$ cat src/rtl/max7219_frame_serializer.sv
// Snapshots six BCD stopwatch digits and streams them as 16-bit MAX7219 register
// writes over SPI mode 0, after a one-time configuration burst following reset.
module max7219_frame_serializer #(
    parameter int CLK_DIV = 8
) (
    input  logic       clk,
    input  logic       res,
    input  logic       ena,
    input  logic [2:0] min_X0,
    input  logic [3:0] min_0X,
    input  logic [2:0] sec_X0,
    input  logic [3:0] sec_0X,
    input  logic [3:0] ces_X0,
    input  logic [3:0] ces_0X,
    output logic       MOSI,
    output logic       CS,
    output logic       clk_SPI,
    output logic       busy
);

    typedef enum logic [1:0] {INIT, IDLE, SNAP, REFRESH} state_t;

    localparam int            DW       = (CLK_DIV > 2) ? $clog2(CLK_DIV) : 1;
    localparam logic [DW-1:0] DIV_LAST = DW'(CLK_DIV - 1);
    // Phases 0..32 are the CS-low half-bit slots (even = SCLK low); 33 is the CS-high gap.
    localparam logic [5:0]    TRAIL    = 6'd32;
    localparam logic [5:0]    GAP      = 6'd33;

    state_t        state, state_nxt;
    logic [DW-1:0] div_cnt, div_nxt;
    logic [5:0]    phase, phase_nxt;
    logic [2:0]    frame, frame_nxt;
    logic          tick;
    logic          active;
    logic [15:0]   word;

    logic [3:0] sh_ces_0X, sh_ces_X0, sh_sec_0X, sh_min_0X;
    logic [2:0] sh_sec_X0, sh_min_X0;

    // NOTE: sequential state uses non-blocking assignments so every register samples pre-edge values.
    always_ff @(posedge clk or posedge res) begin
        if (res) begin
            state   <= INIT;
            div_cnt <= '0;
            phase   <= GAP;
            frame   <= '0;
        end else begin
            state   <= state_nxt;
            div_cnt <= div_nxt;
            phase   <= phase_nxt;
            frame   <= frame_nxt;
        end
    end

    // NOTE: the shadow is a handful of flops, not a memory, so it gets a defined reset value.
    always_ff @(posedge clk or posedge res) begin
        if (res) begin
            sh_ces_0X <= '0;
            sh_ces_X0 <= '0;
            sh_sec_0X <= '0;
            sh_sec_X0 <= '0;
            sh_min_0X <= '0;
            sh_min_X0 <= '0;
        end else if (state == SNAP) begin
            sh_ces_0X <= ces_0X;
            sh_ces_X0 <= ces_X0;
            sh_sec_0X <= sec_0X;
            sh_sec_X0 <= sec_X0;
            sh_min_0X <= min_0X;
            sh_min_X0 <= min_X0;
        end
    end

    // NOTE: every output of this block is defaulted first, so no path infers a latch.
    always_comb begin
        tick      = (div_cnt == DIV_LAST);
        state_nxt = state;
        div_nxt   = '0;
        phase_nxt = phase;
        frame_nxt = frame;
        unique case (state)
            INIT: begin
                div_nxt = tick ? '0 : div_cnt + 1'b1;
                if (tick) begin
                    if (phase == GAP) begin
                        phase_nxt = '0;
                    end else if (phase == TRAIL) begin
                        phase_nxt = GAP;
                        if (frame == 3'd4) begin
                            state_nxt = IDLE;
                            frame_nxt = '0;
                        end else begin
                            frame_nxt = frame + 3'd1;
                        end
                    end else begin
                        phase_nxt = phase + 6'd1;
                    end
                end
            end
            IDLE: begin
                if (ena) state_nxt = SNAP;
            end
            SNAP: begin
                state_nxt = REFRESH;
                phase_nxt = '0;
                frame_nxt = '0;
            end
            REFRESH: begin
                div_nxt = tick ? '0 : div_cnt + 1'b1;
                if (tick) begin
                    if (phase == GAP) begin
                        if (frame == 3'd5) begin
                            // Skipping IDLE keeps back-to-back passes free of an extra idle cycle.
                            state_nxt = ena ? SNAP : IDLE;
                            frame_nxt = '0;
                        end else begin
                            frame_nxt = frame + 3'd1;
                            phase_nxt = '0;
                        end
                    end else begin
                        phase_nxt = phase + 6'd1;
                    end
                end
            end
            default: state_nxt = INIT;
        endcase
    end

    always_comb begin
        word = '0;
        if (state == INIT) begin
            case (frame)
                3'd0:    word = 16'h0C01;
                3'd1:    word = 16'h09FF;
                3'd2:    word = 16'h0B05;
                3'd3:    word = 16'h0A08;
                default: word = 16'h0F00;
            endcase
        end else begin
            case (frame)
                3'd0:    word = {8'h01, 4'h0, sh_ces_0X};
                3'd1:    word = {8'h02, 4'h0, sh_ces_X0};
                3'd2:    word = {8'h03, 4'h8, sh_sec_0X};
                3'd3:    word = {8'h04, 5'h0, sh_sec_X0};
                3'd4:    word = {8'h05, 4'h8, sh_min_0X};
                default: word = {8'h06, 5'h0, sh_min_X0};
            endcase
        end
    end

    // Outputs decode straight from reset-cleared registers, so reset forces them idle at once.
    always_comb begin
        active  = ((state == INIT) || (state == REFRESH)) && (phase != GAP);
        CS      = !active;
        clk_SPI = active && phase[0];
        MOSI    = active && (phase < TRAIL) && word[4'd15 - phase[4:1]];
        busy    = (state != IDLE);
    end

endmodule

$ cat config.mk
export PLATFORM = sky130hd
export DESIGN_NAME = max7219_frame_serializer
export DESIGN_NICKNAME = d
export VERILOG_FILES = /design/src/rtl/max7219_frame_serializer.sv
export SDC_FILE = /design/constraint.sdc
export NUM_CORES = 1
export LEC_CHECK = 0
export ABC_AREA = 1
export ABC_CLOCK_PERIOD_IN_PS = 4130
export CORE_ASPECT_RATIO = 0.5
export CORE_MARGIN = 4
export CORE_UTILIZATION = 59
export CTS_CLUSTER_DIAMETER = 150
export DETAILED_ROUTE_END_ITERATION = 10
export PLACE_DENSITY = 0.88
export SYNTH_ARGS = -nofsm -noshare
export SYNTH_HDL_FRONTEND = slang
export SYNTH_SLANG_ARGS = --single-unit
$ cat constraint.sdc
create_clock -name clk -period 4.13 [get_ports clk]
set_input_delay 1.0325 -clock clk [delete_from_list [all_inputs] [get_ports clk]]
set_output_delay 1.0325 -clock clk [all_outputs]
set_load 0.01 [all_outputs]
Yosys cells after proc, flatten, opt, wreduce, memory -nomap -nowiden
Cells that the tools add are included.
- mux-type cells: 32
- add/subtract/negate cells: 4
- reduce and logical (&&, ||, !) cells: 13
- equal/unequal tests: 22
- order comparisons: 2
- operators by type and width (operator ; count):
    11-bit case mux with 5 select lines ; 1
    11-bit case mux with 4 select lines ; 1
    6-bit 2-to-1 mux ; 6
    3-bit 2-to-1 mux ; 9
    2-bit 2-to-1 mux ; 9
    6-bit case mux with 3 select lines ; 1
    16-bit 2-to-1 mux ; 1
    2-bit != test, second input constant ; 8
    6-bit equality test, second input constant ; 2
    3-bit equality test, second input constant ; 3
    3-bit case mux with 3 select lines ; 1
    2-bit case mux with 4 select lines ; 1
    8-bit AND reduction ; 1
    3-bit by 1-bit adder with 3-bit output, second input constant ; 2
    6-bit by 1-bit adder with 6-bit output, second input constant ; 1
    3-bit by 2-bit equality test with 1-bit output, second input constant ; 2
    6-bit less-than comparator, second input constant ; 1
    6-bit != test, second input constant ; 1
    6-bit AND reduction ; 1
    4-bit by 5-bit less-than comparator with 1-bit output, second input constant ; 1
    1-bit binary-select mux with 4-bit select ; 1
    2-bit equality test, second input constant ; 2
    1-bit logical AND ; 4
    4-bit AND reduction ; 1
    12 further kinds ; 12
- output and inout bits: 4
- bits of input ports: 25
- register bits: 36
- word-level logic and storage cells: 83

Longest topological paths before layout
- word-level depth: 6
- gate-level depth with buffers: 14
- gate-level depth less buffers: 14

Least setup slack after synthesis
No wires, ideal clock.
- path type: register to output
- start point: reg frame[0]
- end point: out MOSI
- required time: 3.098 ns
- data arrival time: 1.616 ns
- path slack: 1.482 ns
- stages on the path, launching flop included: 15
- cell sequence: dfrtp_1 -> inv_1 -> ha_1 -> inv_2 -> nor2_1 -> nand2_1 -> nand2_1 -> nor2_1 -> nor2_1 -> nor2_1 -> nor2_1 -> nand2_1 -> nand2_1 -> nand2_1 -> a21oi_2
- word-level cells in the longest chain between the ends: 6
- elaborated cells between the ends (all ways): 11
- RTL lines (element ; line ; RTL):
    from (decl) ; 32 ; logic [2:0] frame, frame_nxt;
    from (signal assigned) ; 51 ; frame <= frame_nxt;
    3-bit equality test (tied with other cells) ; 140 ; case (frame)
    11-bit case mux with 5 select lines or 11-bit case mux with 4 select lines (tied branches) ; 140, 132 ;
    16-bit 2-to-1 mux * ; 131 ; if (state == INIT) begin
    1-bit binary-select mux with 4-bit select * ; 156 ; MOSI = active && (phase < TRAIL) && word[4'd15 - phase[4:1]];
    1-bit 2-to-1 mux (not written as such) * ; 156 ;
    1-bit logical AND * ; 156 ;
    to (decl) ; 15 ; output logic MOSI,
Every way passes the cells marked *; elsewhere a longest branch is shown, timed or not. The select of a mux whose other input is x is not followed.

Worst setup path after layout
Same ends and word-level chain as after synthesis.

==> results.json <==
{
  "p_sw_share_pct": 22.0,
  "power.internal_w": 0.000508,
  "cp_max_fo": 7,
  "cts_setup_buffers": 0,
  "fin_crit_sh_pct": 94.2,
  "final_antenna_net_count": 0,
  "required_ns": 3.10,
  "cts_tree": "done",
  "drive_above_1_share_pct": 7.10,
  "tns_ns": 0,
  "finClkSkew_ns": 0.00569,
  "design.die.area_um2": 4900,
  "crit_buf_inv": 3,
  "syn_area_per_cell_um2": 6.98,
  "p_comb_share_pct": 4.6,
  "dp_hpwl_um": 3880,
  "route.vias.total": 2137,
  "clockPowerShare_pct": 41.3,
  "crit_path_start_kind": "flop",
  "synth_nets": 359,
  "seq_power_share_pct": 54.1,
  "drv_cap": 0,
  "path_class": "flop to output port",
  "portBuffers": 28,
  "die_y_um": 51.5,
  "cts_resized": 0,
  "ios": 29,
  "start_util_pct": 63.3,
  "netlist_area_um2": 2230,
  "routabilityCongestion": 1.02,
  "clk_path_buf_depth": 2,
  "synthTopCellsByArea": "dfrtp_1, nand2_1, ha_1",
  "synthCells": 320,
  "htreeDepth": 2,
  "worstMarginPinSlew_ns": 0.446,
  "antenna_cells": 0,
  "power.density_nw_per_um2": 245,
  "dp_slack_ns": 0.656,
  "ys_seq_area_share_pct": 40.4,
  "firstDrtPassIters": 5,
  "insertion_delay_ns": 0.29,
  "utilization_pct": 75.4,
  "power.leakage_nw": 1.32,
  "slowest_delay_ns": 0.54,
  "worstPathArrival_ns": 2.86,
  "critPathTopFamily": "simple AND/OR/NAND/NOR gates",
  "max_slew_margin_pct": 70.1,
  "die_w_um": 95.0,
  "antenna_found_initial": 0,
  "synth_warnings": 0,
  "maxSlewViolCount": 0,
  "fin_nets": 390,
  "n_fill_cell": 286,
  "grt_max_degree": 37,
  "peakVddDrop_mv": 0.192,
  "grtUsageTotal_pct": 24.9,
  "numCtsBuffers": 5,
  "yosysTopAreaCell": "dfrtp_1",
  "coreArea_um2": 3530,
  "routed_wl_um": 5360,
  "viasPerCell": 5.30,
  "crit_slowest_cell": "clkdlybuf4s50_1",
  "detailedRoute.firstIterationViolations": 234,
  "clk_pin_slew_ns": 0.08,
  "grt_pass1_wl_um": 9340,
  "syn_to_final_growth_pct": 19.0,
  "ys_ff_latch": 36,
  "rsz0062_at_grt": "false",
  "end_kind": "output port",
  "hold_violations": 0,
  "drc": 0,
  "wire_per_inst_um": 13.3,
  "synth_top_cell_area_share_pct": 38.1,
  "hold_buffers": 0,
  "setup_slack_ns": 0.241,
  "p_total_w": 0.000652,
  "cts_sinks": 36,
  "crit_path_cell_trace": "inv_1, ha_1, inv_2, nor2_1, nand2_1, nand2_1, nor2_1, nor2_1, nor2_1, nor2_1, nand2_1, nand2_1, nand2_1, a21oi_2, clkdlybuf4s50_1",
  "worstHoldPathType": "flop to flop",
  "status": "completed",
  "p_sw_w": 0.000143,
  "max_freq_mhz": 257,
  "finalCriticalPeriod_ns": 3.89,
  "synth.distinct_cells": 28,
  "num_rows": 15,
  "grt_overflow_total": 0,
  "root_buffer": "clkbuf_8",
  "finalSetupViolations": 0,
  "grt_pass1_vias": 2106
}
-- metrics by stage --
step	instances	hold WS (ns)	area, um2
after floorplan	320	0.408	2230
after global placement	395	0.424	2570
after detailed placement	395	0.459	2570
after CTS	403	0.477	2660
after global routing	403	0.493	2660
final	403	0.470	2660
-- kinds of logic after synthesis --
kind of cell    count (synthesis)  synth area share, %
flops                          36                 40.4
simple gates                  188                 34.5
buf+inv                        45                 7.95
compound gates                 36                 8.85
xor+xnor                        1                0.392
fa+ha+maj                      14                 7.84
-- layout make-up --
class / count / area [um2] / area share (%)
Multi-Input combinational cell: 239 / 1150 / 43.4
Sequential cell: 36 / 903 / 34.0
Timing Repair Buffer: 31 / 303 / 11.4
Inverter: 38 / 143 / 5.36
Clock buffer: 7 / 86.3 / 3.25
Tap cell: 51 / 63.8 / 2.40
Clock inverter: 1 / 7.51 / 0.282
-- worst register-to-register path, cell delays in order, from the launching register on --
cell	delay (ns)
dfrtp_1	0.43
inv_1	0.12
ha_1	0.33
inv_1	0.22
a21oi_1	0.11
inv_1	0.09
nand2_1	0.07
nor3_2	0.35
nand3_1	0.12
o21ai_0	0.12
-- worst paths after layout --
path	startpoint	endpoint	slack [ns]	cells past startpoint
setup / recovery	frame[0]	MOSI	0.24	15
hold / removal	div_cnt[0]	div_cnt[0]	0.47	1
setup reg to reg	state[0]	frame[0]	2.07	9
hold reg to reg	div_cnt[0]	div_cnt[0]	0.47	1
max in group asynchronous	res	phase[0]	2.64	3
min in group asynchronous	res	sh_min_X0[0]	1.14	3
-- cell usage in the layout, fill, tap and decap left out, drive strengths merged, types with 3 or more instances in the layout --
master	n
a21oi	8
nand3	18
dfrtp	34
nor2	27
nand4	6
o21ai	24
buf	3
inv	38
clkdlybuf4s50	28
clkbuf	7
nor3	3
ha	14
nand2	132
-- sequential cells by signal (all words and copies together) (netlist names) --
signal     cells
div_cnt        3
frame          3
phase          6
sh_ces_0X      4
sh_ces_X0      4
sh_min_0X      4
sh_min_X0      3
sh_sec_0X      4
sh_sec_X0      3
state          2
-- power groups by stage --
stage	Sequential [W]	Clock, W	Combinational, W
floorplan	0.000359	0	0.00000519
global placement	0.000359	0	0.0000302
detailed placement	0.000359	0	0.0000307
CTS	0.000352	0.000271	0.0000309
global route	0.000352	0.000287	0.0000331
finish	0.000352	0.000269	0.0000301
-- per-layer routing --
metal	share of wire [%]	vias to the layer above	routed length [um]	global-route usage [%]
li1	-	1070	-	-
met1	43	972	2310	31.6
met2	47	89	2540	42.5
met3	8.6	6	463	6.50
met4	0.95	0	51	6.94
met5	0	-	0	0
-- cell usage after synthesis, drive strengths merged --
library cell	number
a21oi	8
a31oi	1
and3	1
buf	2
clkbuf	5
dfrtp	34
dfstp	2
ha	14
inv	38
nand2	132
nand3	18
nand4	6
nor2	27
nor3	3
nor4	1
o21ai	24
o22ai	2
o31ai	1
xor2	1
(Power assumes the default switching activity.)
